--- config.mk ---
export PLATFORM = sky130hd
export DESIGN_NAME = alarm_ctrl
export DESIGN_NICKNAME = d
export VERILOG_FILES = /design/src/rtl/alarm_ctrl.sv
export SDC_FILE = /design/constraint.sdc
export NUM_CORES = 1
export LEC_CHECK = 0
export CAP_MARGIN = 20
export CORE_MARGIN = 2
export CORE_UTILIZATION = 40
export CTS_BUF_LIST = sky130_fd_sc_hd__clkbuf_2
export CTS_CLUSTER_SIZE = 25
export DETAILED_ROUTE_END_ITERATION = 10
export PLACE_DENSITY_LB_ADDON = 0.25
export SYNTH_ARGS = -nofsm -noshare
export SYNTH_HDL_FRONTEND = slang
export SYNTH_SLANG_ARGS = --single-unit
--- constraint.sdc ---
create_clock -name CP -period 2.22 [get_ports CP]
set_clock_uncertainty 0.15 [all_clocks]
set_input_delay 0.222 -clock CP [delete_from_list [all_inputs] [get_ports CP]]
set_output_delay 0.222 -clock CP [all_outputs]
set_load 0.02 [all_outputs]
--- src/rtl/alarm_ctrl.sv ---
// Alarm controller: holds a BCD alarm time, detects the HH:MM:00 match and
// sequences IDLE/RING/SNOOZE with one-second tick counters.
module alarm_ctrl #(
  parameter int RING_SEC   = 60,
  parameter int SNOOZE_MIN = 5
) (
  input  logic       CP,
  input  logic       nCR,
  input  logic       Tick_1Hz,
  input  logic [3:0] Hour_H,
  input  logic [3:0] Hour_L,
  input  logic [3:0] Min_H,
  input  logic [3:0] Min_L,
  input  logic [3:0] Sec_H,
  input  logic [3:0] Sec_L,
  input  logic       Alarm_EN,
  input  logic       Set_Mode,
  input  logic       Set_Sel,
  input  logic       Inc,
  input  logic       Stop,
  input  logic       Snooze,
  output logic [3:0] AHour_H,
  output logic [3:0] AHour_L,
  output logic [3:0] AMin_H,
  output logic [3:0] AMin_L,
  output logic       Ring,
  output logic       Snoozing,
  output logic [1:0] dbg_state
);

  typedef enum logic [1:0] {IDLE = 2'd0, RING = 2'd1, SNOOZE = 2'd2} state_t;

  localparam logic [7:0] RING_LOAD   = 8'(RING_SEC);
  localparam logic [9:0] SNOOZE_LOAD = 10'(SNOOZE_MIN * 60);

  state_t     state, state_n;
  logic [7:0] ring_cnt, ring_cnt_n;
  logic [9:0] snz_cnt, snz_cnt_n;
  logic       inc_q, stop_q, snz_q, match_q, post_rst;
  logic       inc_e, stop_e, snz_e, match, trigger;
  logic [3:0] ahh_n, ahl_n, amh_n, aml_n;

  assign inc_e  = Inc & ~inc_q;
  assign stop_e = Stop & ~stop_q;
  assign snz_e  = Snooze & ~snz_q;
  assign match  = (Hour_H == AHour_H) && (Hour_L == AHour_L) &&
                  (Min_H == AMin_H) && (Min_L == AMin_L) &&
                  (Sec_H == 4'd0) && (Sec_L == 4'd0);
  // post_rst masks the first cycle after reset, when match_q is still 0
  // even though the time may already be sitting on the alarm value.
  assign trigger   = match & ~match_q & ~post_rst;
  assign dbg_state = state;

  always_comb begin
    ahh_n = AHour_H;
    ahl_n = AHour_L;
    amh_n = AMin_H;
    aml_n = AMin_L;
    if (inc_e && Set_Mode) begin
      if (!Set_Sel) begin
        if (AHour_H == 4'd2 && AHour_L == 4'd3) begin
          ahh_n = 4'd0;
          ahl_n = 4'd0;
        end else if (AHour_L == 4'd9) begin
          ahh_n = AHour_H + 4'd1;
          ahl_n = 4'd0;
        end else begin
          ahl_n = AHour_L + 4'd1;
        end
      end else begin
        if (AMin_L == 4'd9) begin
          aml_n = 4'd0;
          amh_n = (AMin_H == 4'd5) ? 4'd0 : AMin_H + 4'd1;
        end else begin
          aml_n = AMin_L + 4'd1;
        end
      end
    end
  end

  always_comb begin
    state_n    = state;
    ring_cnt_n = ring_cnt;
    snz_cnt_n  = snz_cnt;
    if (!Alarm_EN || Set_Mode) begin
      state_n    = IDLE;
      ring_cnt_n = 8'd0;
      snz_cnt_n  = 10'd0;
    end else begin
      case (state)
        IDLE: begin
          if (trigger) begin
            state_n    = RING;
            ring_cnt_n = RING_LOAD;
          end
        end
        RING: begin
          if (stop_e) begin
            state_n    = IDLE;
            ring_cnt_n = 8'd0;
          end else if (snz_e) begin
            state_n    = SNOOZE;
            ring_cnt_n = 8'd0;
            snz_cnt_n  = SNOOZE_LOAD;
          end else if (Tick_1Hz) begin
            if (ring_cnt <= 8'd1) begin
              state_n    = IDLE;
              ring_cnt_n = 8'd0;
            end else begin
              ring_cnt_n = ring_cnt - 8'd1;
            end
          end
        end
        SNOOZE: begin
          if (stop_e) begin
            state_n   = IDLE;
            snz_cnt_n = 10'd0;
          end else if (Tick_1Hz) begin
            if (snz_cnt <= 10'd1) begin
              state_n    = RING;
              snz_cnt_n  = 10'd0;
              ring_cnt_n = RING_LOAD;
            end else begin
              snz_cnt_n = snz_cnt - 10'd1;
            end
          end
        end
        default: begin
          state_n    = IDLE;
          ring_cnt_n = 8'd0;
          snz_cnt_n  = 10'd0;
        end
      endcase
    end
  end

  always_ff @(posedge CP) begin
    if (!nCR) begin
      state    <= IDLE;
      ring_cnt <= 8'd0;
      snz_cnt  <= 10'd0;
      inc_q    <= 1'b0;
      stop_q   <= 1'b0;
      snz_q    <= 1'b0;
      match_q  <= 1'b0;
      post_rst <= 1'b1;
      AHour_H  <= 4'd0;
      AHour_L  <= 4'd0;
      AMin_H   <= 4'd0;
      AMin_L   <= 4'd0;
      Ring     <= 1'b0;
      Snoozing <= 1'b0;
    end else begin
      state    <= state_n;
      ring_cnt <= ring_cnt_n;
      snz_cnt  <= snz_cnt_n;
      inc_q    <= Inc;
      stop_q   <= Stop;
      snz_q    <= Snooze;
      match_q  <= match;
      post_rst <= 1'b0;
      AHour_H  <= ahh_n;
      AHour_L  <= ahl_n;
      AMin_H   <= amh_n;
      AMin_L   <= aml_n;
      Ring     <= (state_n == RING);
      Snoozing <= (state_n == SNOOZE);
    end
  end

endmodule

* Word level (Yosys, flattened, before mapping)
Cells that the tools add are included.
Word-level totals: flip-flop bits (word level) 43, latch bits 0, memory bits (writable) 0, ROM bits 0, output and inout bits 20, word-level logic and storage cells 108, memories kept 0
Cells by class: $add $sub $neg 6, multiply operators 0, divide/modulo/power cells 0, $lt $le $gt $ge 2, equality and inequality tests 21, shifts and indexed selects 0, multiplexer cells 32, bitwise logic cells 13, reductions and logical operators 20
Operators with widths (number):
- 2-to-1 mux 8 bit | 8
- 2-to-1 mux 10 bit | 5
- case mux 10 bit (3 select lines) | 1
- 2-to-1 mux 4 bit | 6
- case mux 8 bit (3 select lines) | 1
- 2-to-1 mux 2 bit | 9
- adder 4 x 1 -> 4 bit (second input constant) | 4
- == test 4 bit | 4
- != test 2 bit (second input constant) | 6
- less-or-equal comparator 10 x 1 -> 1 bit (second input constant) | 1
- subtractor 10 x 1 -> 10 bit (second input constant) | 1
- == test 4 x 2 -> 1 bit (second input constant) | 2
- == test 4 bit (second input constant) | 2
- less-or-equal comparator 8 x 1 -> 1 bit (second input constant) | 1
- zero test 4 bit | 2
- inverter 1 bit | 8
- subtractor 8 x 1 -> 8 bit (second input constant) | 1
- logical AND 1 bit | 7
- case mux 2 bit (3 select lines) | 1
- AND reduction 3 bit | 2
- bitwise AND 1 bit | 5
- AND reduction 5 bit | 1
- == test 2 x 1 -> 1 bit (second input constant) | 2
- == test 2 bit (second input constant) | 2
- 11 further kinds | 12

* Depth between registers and ports, before layout
depth after elaboration 12, mapped depth 9, depth with buffers taken out 8

* Worst setup path after synthesis
No wires, ideal clock.
path type reg-to-reg, start point register snz_cnt[0], end point register snz_cnt[7], library setup time 71 ps, arrival time 2101 ps, required time 1999 ps, slack -102 ps, cell stages (with the launch flop) 8, path buffers 0, clock period less this slack 2322 ps, cell sequence dfxtp_1 -> inv_1 -> ha_1 -> or2_1 -> a311oi_2 -> nand2_2 -> or4_1 -> a21oi_1
On the way: cells in the longest elaborated chain, start to end 5, elaborated cells on any way between the ends 6, classes of those cells 1 x add/sub; 1 x order compare; 4 x mux
RTL lines:
- from (decl) | line 38 | logic [9:0] snz_cnt, snz_cnt_n;
- from (signal assigned) | line 156 | snz_cnt <= snz_cnt_n;
- subtractor 10 x 1 -> 10 bit / less-or-equal comparator 10 x 1 -> 1 bit (equally long branches) | line 124, 119
- 2-to-1 mux 10 bit (*) | line 119 | if (snz_cnt <= 10'd1) begin
- 2-to-1 mux 10 bit (*) | line 118 | end else if (Tick_1Hz) begin
- 2-to-1 mux 10 bit (*) | line 115 | if (stop_e) begin
- case mux 10 bit (3 select lines) (*) | line 90 | case (state)
Mark *: on every way between the ends. The rest lies on a longest branch, timed or not. The select of a mux whose other input is x is not followed. A chain may end at the register's enable or synchronous reset.

* Final worst setup path
start point register ring_cnt[3], end point register ring_cnt[6]
On the way: cells in the longest elaborated chain, start to end 6, elaborated cells on any way between the ends 7, classes of those cells 1 x add/sub; 1 x order compare; 5 x mux
RTL lines:
- from (decl) | line 37 | logic [7:0] ring_cnt, ring_cnt_n;
- from (signal assigned) | line 155 | ring_cnt <= ring_cnt_n;
- subtractor 8 x 1 -> 8 bit / less-or-equal comparator 8 x 1 -> 1 bit (equally long branches) | line 110, 106
- 2-to-1 mux 8 bit (*) | line 106 | if (ring_cnt <= 8'd1) begin
- 2-to-1 mux 8 bit (*) | line 105 | end else if (Tick_1Hz) begin
- 2-to-1 mux 8 bit (*) | line 101 | end else if (snz_e) begin
- 2-to-1 mux 8 bit (*) | line 98 | if (stop_e) begin
- case mux 8 bit (3 select lines) (*) | line 90
Marked as above.

==> qor.yml <==
clock_tree:
  cts_tree: "yes"
  cts_buffer_depth: 2
  clkLatencyLatePin_ns: 0.42
  cts_made_buffers: 5
  cts-hold-fix-buffers: 0
  clk_pin_slew_worst_paths_ns: 0.22
  clock_tree.root_cell: "sky130_fd_sc_hd__clkbuf_2"
  tritoncts_num_sinks: 43
  cts_htree_levels: 2
sta:
  setup_viol: 0
  timing.final.hold_violations: 0
  final_min_period_over_clock_period: 0.9556
  fmaxAchievable_mhz: 471.4
  slew_limit_headroom: 0.7171
  worstMarginPinSlew_ns: 0.4215
  slew_viols_final: 0
  timing.final.crit_period_ns: 2.121
finish:
  flip_flop_and_latch_area_um2: 868.3
  finish.cell_count_without_fillers: 487
  finalCoreUtilization: 0.5676
  filler_cell_count: 601
  number_of_diodes: 0
  multi_input_area_um2: 1605
  finalNetCount: 454
  final_layout_size_suffix_gt1_frac: 0.1902
  area_growth_pct: 39.18
worst_setup_path:
  r2r-start: "ring_cnt[3]"
  timing_worst_setup_path_type: "reg2reg"
  cp-end-kind: "flop"
  worst_ep_arrival_time_ns: 2.34
  timing.critical_path.slowest_stage_cell: "sky130_fd_sc_hd__or3_2"
  worst-endpoint-required_ns: 2.44
  crit_start: "ring_cnt[3]"
  worst_setup_path_start_kind: "flop"
  cpPeakStageDelay_ns: 0.51
  crit_fanout: 3
  path_cells: "or3_2 > or4_1 > or4_1 > a21oi_1"
  worst_path_most_repeated_cell: "sky130_fd_sc_hd__or4_1"
synthesis:
  synth.area.top_cells: "sky130_fd_sc_hd__dfxtp_1, sky130_fd_sc_hd__xnor2_1, sky130_fd_sc_hd__ha_1"
  dominantRegCellSynth: "sky130_fd_sc_hd__dfxtp_1"
  synthCells: 313
  synth_largest_type_area_fraction: 0.3382
  synthesis.nets: 358
  synth-async-reset-ratio: 0
  ys_ff_latch: 43
  yosysTopAreaCell: "sky130_fd_sc_hd__dfxtp_1"
  avgSynthCellArea_um2: 8.131
  synth_seq_area_share: 0.3382
  netlist-cell-type-count: 57
  synth_top_cells_by_count: "sky130_fd_sc_hd__dfxtp_1, sky130_fd_sc_hd__nor2_1, sky130_fd_sc_hd__a21oi_1"
  yosysWarningCount: 0
  post-synth-top-count-cell: "sky130_fd_sc_hd__dfxtp_1"
  synth-edff-count: 0
  syn_area_um2: 2545
power_and_ir_drop:
  report.power.total_uw: 1280
  ir_drop_mv: 0.2458
  cellLeakagePower_uw: 0.001323
  p_per_area_nw_per_um2: 361.3
die:
  die_w_um: 83.77
  die_footprint_um2: 7017
  placement_rows: 29
  fp.coreArea_um2: 6241
  dieHeight_um: 83.77
  top_level_ports: 53
  start_util: 0.4078
grt:
  grtUsageTotal: 0.1938
  antenna_violations_before_repair: 0
  grt_start_max_net_pins: 21
  wire_length_of_the_first_global_routing_pass_mm: 11.21
  global_route.overflow_total: 0
  grt_pass1_vias: 2536
placed_design:
  port_buffer_count: 52
  finalWeightedCongestion: 0.9109
  hpwlAfterDp_mm: 5.335
  post-place-cells: 477
run_status:
  outcome: "finished clean"
routing:
  count_of_antenna_violating_nets_left_after_detailed_routing: 0
  finalWirelength_mm: 6.748
  route.detailed.vias_per_inst: 5.267
  top_layer_used: "met4"
  met2_wirelength_mm: 3.453
  drt_iter0_drc: 94
  wl_per_cell_um: 13.86
  wl_met3_um: 354
  post-route-drc-count: 0
  wirelength_met1_mm: 2.856
  dr_total_vias: 2565
  drt_pre_antenna_iters: 4
min_path:
  hold_path_start: "Snooze"
  hp-class: "in2reg"
flow_run:
  maxCapViolations: 0
[sequential cells by signal (all words and copies together) (netlist names)]
| name | flops |
|---|---|
| Snoozing | 1 |
| AMin_L | 4 |
| match_q | 1 |
| snz_cnt | 10 |
| AHour_L | 4 |
| ring_cnt | 8 |
| post_rst | 1 |
| dbg_state | 2 |
| inc_q | 1 |
| snz_q | 1 |
| stop_q | 1 |
| AMin_H | 4 |
| AHour_H | 4 |
| Ring | 1 |
[logic make-up (layout without fill, tap and decap cells)]
family          after synthesis  count (layout)  share of synthesized area
compound gates               76              76                     0.1868
xor+xnor                     28              28                    0.09636
fa+ha+maj                    12              12                    0.05900
buf+inv                      26             123                    0.04523
flops                        43              43                     0.3383
mux                           1               1                   0.003933
simple gates                127             127                     0.2704
[metrics by stage]
step | hold slack [ns] | TNS [ns] | setup WS (ns) | cell area, um2
detailed placement | 0.3165 | -1.291 | -0.1661 | 3452
global placement | 0.3205 | -0.8426 | -0.1135 | 3452
floorplan | 0.1937 | 0 | 0.01088 | 2556
CTS | 0.2181 | -0.006670 | -0.006670 | 3495
finish | 0.2279 | 0 | 0.09865 | 3542
global route | 0.2327 | -0.02079 | -0.01207 | 3542
[routing by layer]
metal / up-vias / track usage
li1: 1309 / -
met5: - / 0
met4: 0 / 0.06158
met2: 74 / 0.3549
met3: 8 / 0.03759
met1: 1174 / 0.2258
[what timing repair did]
item,4_1_cts,5_1_grt
buffers inserted,0,2
pin swaps,0,2
resized for setup,1,12
setup endpoints to repair,2,13
[placed cells by master, fill, tap and decap left out, types with 4 or more instances in the layout]
master / synthesis / routed
sky130_fd_sc_hd__a21oi_1: 23 / 22
sky130_fd_sc_hd__a31oi_1: 5 / 5
sky130_fd_sc_hd__and2_1: 4 / 4
sky130_fd_sc_hd__and3_1: 5 / 5
sky130_fd_sc_hd__buf_4: 1 / 46
sky130_fd_sc_hd__clkbuf_2: 2 / 6
sky130_fd_sc_hd__clkdlybuf4s50_1: 0 / 52
sky130_fd_sc_hd__dfxtp_1: 43 / 39
sky130_fd_sc_hd__ha_1: 12 / 11
sky130_fd_sc_hd__inv_1: 16 / 16
sky130_fd_sc_hd__nand2_1: 21 / 21
sky130_fd_sc_hd__nand3_1: 7 / 7
sky130_fd_sc_hd__nand4_1: 8 / 8
sky130_fd_sc_hd__nor2_1: 35 / 35
sky130_fd_sc_hd__nor2b_1: 4 / 4
sky130_fd_sc_hd__nor3_1: 14 / 13
sky130_fd_sc_hd__nor4_1: 4 / 4
sky130_fd_sc_hd__o21ai_0: 21 / 20
sky130_fd_sc_hd__o31ai_1: 5 / 5
sky130_fd_sc_hd__or4_1: 5 / 5
sky130_fd_sc_hd__xnor2_1: 21 / 21
sky130_fd_sc_hd__xor2_1: 7 / 7
[worst max-delay path, delay by kind of cell, from the launching register on]
family / cells / cell delay [ns]
flip-flops: 1 / 0.36
AO/OA/AOI/OAI: 1 / 0.14
AND/OR/NAND/NOR: 3 / 1.42
[report_power, final]
group | switching (uW) | leakage, uW | internal (uW)
sequential | 4.23 | 0.000350 | 779
combinational | 57.4 | 0.000943 | 87.5
clock | 271 | 0.0000290 | 80.2
total | 333 | 0.00132 | 947
[final timing paths]
kind,slack [ns],cells past startpoint,end
worst max-delay path,0.1,4,ring_cnt[6]
worst min-delay path,0.23,2,snz_q
worst max register to register,0.1,4,ring_cnt[6]
worst min register to register,0.34,2,ring_cnt[4]
[area by class of cell]
cell class / count / area share
multi-input combinational: 244 / 0.4532
clock buffer: 6 / 0.008478
tap: 77 / 0.02720
timing repair buffer: 98 / 0.2444
clock inverter: 2 / 0.003532
inverter: 17 / 0.01801
sequential: 43 / 0.2451
Power figures use the tool's default switching activity.
